File: config.mk
export PLATFORM = sky130hd
export DESIGN_NAME = gpr_wb_arb
export DESIGN_NICKNAME = d
export VERILOG_FILES = /design/src/rtl/gpr_pkg.sv /design/src/rtl/gpr_wb_arb_rr_pick.sv /design/src/rtl/gpr_wb_arb.sv
export SDC_FILE = /design/constraint.sdc
export NUM_CORES = 1
export LEC_CHECK = 0
export ABC_AREA = 1
export BUFFER_PORTS_ARGS = -buffer_cell sky130_fd_sc_hd__buf_2
export CORE_ASPECT_RATIO = 0.75
export CORE_UTILIZATION = 45
export CTS_BUF_LIST = sky130_fd_sc_hd__clkbuf_8
export DETAILED_ROUTE_END_ITERATION = 16
export PLACE_DENSITY = 0.78
export SLEW_MARGIN = 30
export SYNTH_ARGS = -nofsm -noshare
export SYNTH_HDL_FRONTEND = slang
export SYNTH_SLANG_ARGS = --single-unit
File: constraint.sdc
create_clock -name clk -period 1.9 [get_ports clk]
set_clock_uncertainty 0.1 [all_clocks]
set_input_delay 0.095 -clock clk [delete_from_list [all_inputs] [get_ports clk]]
set_output_delay 0.095 -clock clk [all_outputs]
set_load 0.005 [all_outputs]
File: src/rtl/gpr_pkg.sv
// gpr_pkg: shared write-back sizing, requester ids and pointer-width helper
package gpr_pkg;
  localparam int NREQ = 3;
  localparam int DW = 32;
  localparam int AW = 5;
  localparam int REQ_ALU = 0;
  localparam int REQ_MEM = 1;
  localparam int REQ_MDU = 2;
  function automatic int ptr_w(input int n);
    return (n > 1) ? $clog2(n) : 1;
  endfunction
endpackage

File: src/rtl/gpr_wb_arb_rr_pick.sv
// rr_pick: one-hot pick of the first valid requester searching upward from ptr with wrap
module rr_pick #(
  parameter int N = 3,
  parameter int PW = 2
) (
  input  logic [N-1:0]  valid,
  input  logic [PW-1:0] ptr,
  output logic [N-1:0]  grant
);
  int idx;
  // walk the rotation from farthest to nearest so the nearest valid overwrites
  always_comb begin
    grant = '0;
    idx = 0;
    for (int k = N - 1; k >= 0; k--) begin
      idx = (int'(ptr) + k) % N;
      if (valid[idx]) begin
        grant = '0;
        grant[idx] = 1'b1;
      end
    end
  end
endmodule

File: src/rtl/gpr_wb_arb.sv
// gpr_wb_arb: register-file write-back arbiter; define GPR_WB_RR_EN for round-robin, otherwise fixed priority
module gpr_wb_arb
  import gpr_pkg::ptr_w;
#(
  parameter int NREQ = gpr_pkg::NREQ,
  parameter int DW = gpr_pkg::DW,
  parameter int AW = gpr_pkg::AW
) (
  input  logic               clk,
  input  logic               rst,
  input  logic               hold,
  input  logic [NREQ-1:0]    req_valid,
  input  logic [NREQ*AW-1:0] req_rw,
  input  logic [NREQ*DW-1:0] req_data,
  output logic [NREQ-1:0]    req_ready,
  output logic               wb_en,
  output logic [AW-1:0]      wb_rw,
  output logic [DW-1:0]      wb_data,
  output logic [15:0]        wb_count
);
  localparam int PW = ptr_w(NREQ);
  logic [NREQ-1:0] grant;
  logic [PW-1:0] ptr;
  logic wb_en_q, wb_en_d;
  logic [AW-1:0] wb_rw_q, wb_rw_d;
  logic [DW-1:0] wb_data_q, wb_data_d;
  logic [15:0] cnt_q, cnt_d;
`ifdef GPR_WB_RR_EN
  logic [PW-1:0] ptr_q, ptr_d;
  assign ptr = ptr_q;
`else
  assign ptr = '0;
`endif
  rr_pick #(.N(NREQ), .PW(PW)) u_pick (.valid(req_valid), .ptr(ptr), .grant(grant));
  assign req_ready = (rst || hold) ? '0 : grant;
  assign wb_en = wb_en_q;
  assign wb_rw = wb_rw_q;
  assign wb_data = wb_data_q;
  assign wb_count = cnt_q;
  // mux the accepted request into the write-back stage; index 0 is consumed silently
  always_comb begin
    wb_en_d = 1'b0;
    wb_rw_d = wb_rw_q;
    wb_data_d = wb_data_q;
`ifdef GPR_WB_RR_EN
    ptr_d = ptr_q;
`endif
    for (int i = 0; i < NREQ; i++) begin
      if (req_ready[i]) begin
        wb_en_d = |req_rw[i*AW +: AW];
        wb_rw_d = wb_en_d ? req_rw[i*AW +: AW] : wb_rw_q;
        wb_data_d = wb_en_d ? req_data[i*DW +: DW] : wb_data_q;
`ifdef GPR_WB_RR_EN
        ptr_d = (i == NREQ - 1) ? '0 : PW'(i + 1);
`endif
      end
    end
    cnt_d = cnt_q + 16'(wb_en_d);
  end
  // write-back stage registers; reset drops any write still in flight
  always_ff @(posedge clk or posedge rst) begin
    if (rst) begin
      wb_en_q <= 1'b0;
      wb_rw_q <= '0;
      wb_data_q <= '0;
      cnt_q <= '0;
`ifdef GPR_WB_RR_EN
      ptr_q <= '0;
`endif
    end else begin
      wb_en_q <= wb_en_d;
      wb_rw_q <= wb_rw_d;
      wb_data_q <= wb_data_d;
      cnt_q <= cnt_d;
`ifdef GPR_WB_RR_EN
      ptr_q <= ptr_d;
`endif
    end
  end
endmodule
==> out/metrics.csv <==
stage;metric;value;unit
setup_path;WP data arrival;1.88;ns
power_and_ir_drop;maximum VDD drop;421;uV
cts;CTS sink cnt;54;
route;Initial DRC Count;222;
route;detailed-route wire length per cell;12.6;um
setup_path;CP startpoint kind;primary input;
sta;actual slew at the worst max-slew pin;0.509;ns
sta;minimum clock period;1.78;ns
power_and_ir_drop;Tot Pwr;3.40;mW
global_routing;initial antenna violation count;0;
global_routing;vias in the first global route;3800;
finish;commonest non-fill, non-tap cells in the layout;nand2_1 (208), buf_2 (173), nand3_1 (122);
synth;Post-Syn Nets;673;
synth;synthesized area per cell;6.44;um2
global_routing;grt ovf;0;
floorplan;effective utilization at floorplan;47.6;%
synth;Gate Count Post-Synth;554;
sta;final hold vios;0;
setup_path;Critical Path End Type;flop;
place;Final HPWL DP;8020;um
job;Max-cap violations;0;
cts;Clock transition at path regs;0.10;ns
cts;clock latency at the later pin of the worst-skew pair;0.30;ns
sta;crit share post-route;93.6;%
sta;Max-slew headroom;66.0;%
finish;Area Growth Syn to Fin;33.9;%
finish;ANT cells;0;
finish;layout cell share with drive strength beyond 1;29.7;%
synth;YS warnings;0;
synth;synthesized area;0.00357;mm2
floorplan;std cell rows;27;
cts;H-tree depth;2;
setup_path;worst path required time;2.00;ns
setup_path;reg2reg setup slack;0.35;ns
sta;Setup violations, final;0;
synth;Netlist cell types;18;
hold_path;Hold Crit Class;primary input to flop;
route;DRT Pass-1 Iters;7;
setup_path;WS Path Type;primary input to flop;
synth;FF+latch count, synth;54;
sta;setup tns final;0;ns
global_routing;largest net degree at the start of global routing;39;
power_and_ir_drop;Pleak;3.04;nW
cts;CTS tree;done;
cts;Root Buffer;clkbuf_8;
route;Antenna Nets Post-Route;0;
route;drc violations;0;
synth;sequential area share after synthesis;37.9;%
finish;fin cells;829;
floorplan;Die Area;0.00829;mm2
global_routing;first-pass GRT wire length;17200;um
finish;most common cell after layout, fill and taps aside;nand2_1;
place;Placed Instances;819;
floorplan;core footprint;0.00750;mm2
cts;worst-case clock buffer depth;2;
status;status;complete, no violations;
setup_path;critical path fanouts, max;7;
floorplan;Boundary Pins;174;
cts;total CTS buffers;5;
finish;Final #Nets;846;
route;DR vias/cell;4.88;
route;vias;4047;
sta;Max Freq;562;MHz
sta;Final Max Tran Viols;0;
sta;RSZ-0062 raised after global routing;false;
finish;fin util;63.7;%
floorplan;Die Ht;79.1;um
global_routing;Global Route Usage Sum;25.7;%
floorplan;Die X-Extent;105;um
place;GP Congestion;0.851;
route;DRT Wirelength;10500;um
place;IO Port Bufs;173;
power_and_ir_drop;Power Density;711;mW/mm2
[path summary, 6_finish.rpt]
kind                                   start      endpoint  cells past startpoint
worst min register to register   wb_data[20]   wb_data[20]                      2
worst min-delay path            req_data[92]   wb_data[28]                      5
min in group asynchronous                rst   wb_data[12]                      4
worst max-delay path            req_valid[0]  wb_count[12]                     15
worst max register to register   wb_count[0]  wb_count[12]                      8
max in group asynchronous                rst      wb_rw[4]                      5
[layer usage]
layer  global-route usage, %  vias to the layer above  wire [um]
li1                        -                     2021          -
met2                    47.0                      167       5150
met4                    6.76                        0        216
met3                    5.17                       26        686
met1                    31.1                     1833       4430
met5                       0                        -          0
[synthesized netlist by cell type]
master	instances	share of area, %
nor2_4	2	0.63
o21ai_0	1	0.14
buf_6	4	1.3
nor2_1	15	1.6
nor3_2	1	0.28
or2_2	1	0.18
nand3_1	124	17
nor2_2	1	0.18
dfrtp_1	54	38
xor2_1	11	2.7
nand2_1	208	22
inv_1	97	10
and2_1	1	0.18
nor3_1	4	0.56
o211ai_1	1	0.21
ha_1	2	0.70
buf_2	23	3.2
buf_4	4	0.84
[what timing repair did]
action / in CTS / in global routing
gates resized for setup: 0 / 1
endpoints found under the setup margin: 0 / 3
endpoints found under the hold margin: 23 / 0
setup buffers: 0 / 0
hold buffers: 2 / 0
[metrics by stage]
stage / hold WS [ns] / area [um2] / setup WS [ns]
final: 0.0106 / 4780 / 0.122
after global routing: 0.0153 / 4780 / 0.0195
after CTS: 0.0109 / 4770 / 0.0353
after detailed placement: 0.225 / 4640 / -0.291
after global placement: 0.220 / 4640 / -0.190
after floorplan: 0.110 / 3640 / -0.122
[cell type report]
cell class              instances  area (um2)
clock buffers                   5        68.8
flip-flops and latches         54        1350
fillers                       680        2720
multi-input cells             372        1740
inverters                      97         370
clock inverters                 3        37.5
well taps                     101         126
repair buffers                197        1090
[logic make-up after synthesis]
family,Yosys count,share of synthesized area [%]
AOI/OAI and AO/OA,2,0.351
xor gates and xnor gates,11,2.70
adders and majority gates,2,0.701
buffers and inverters,128,15.5
DFF,54,37.9
and+or+nand+nor,357,42.8
[registers in the layout (all words and copies together) (netlist names)]
register  cells
wb_data      32
wb_count     16
wb_rw         5
wb_en         1
[power breakdown]
group / internal [mW] / switching [mW] / total [mW]
sequential: 1.40 / 0.208 / 1.61
combinational: 0.490 / 0.564 / 1.05
clock: 0.384 / 0.349 / 0.733
total: 2.28 / 1.12 / 3.40
[critical path, cell delays in order]
cell and delay, ns:
buf_2 0.11, clkinvlp_4 0.11, nor3_4 0.19, nand2_1 0.08
nand2_1 0.13, nand3_4 0.14, inv_4 0.09, ha_4 0.13
ha_4 0.14, nand3_4 0.09, nor3_4 0.21, and2_4 0.20
nand2_1 0.05, nand2_1 0.06, nand2_1 0.05
Note: power is estimated with default switching activity, not from simulation.
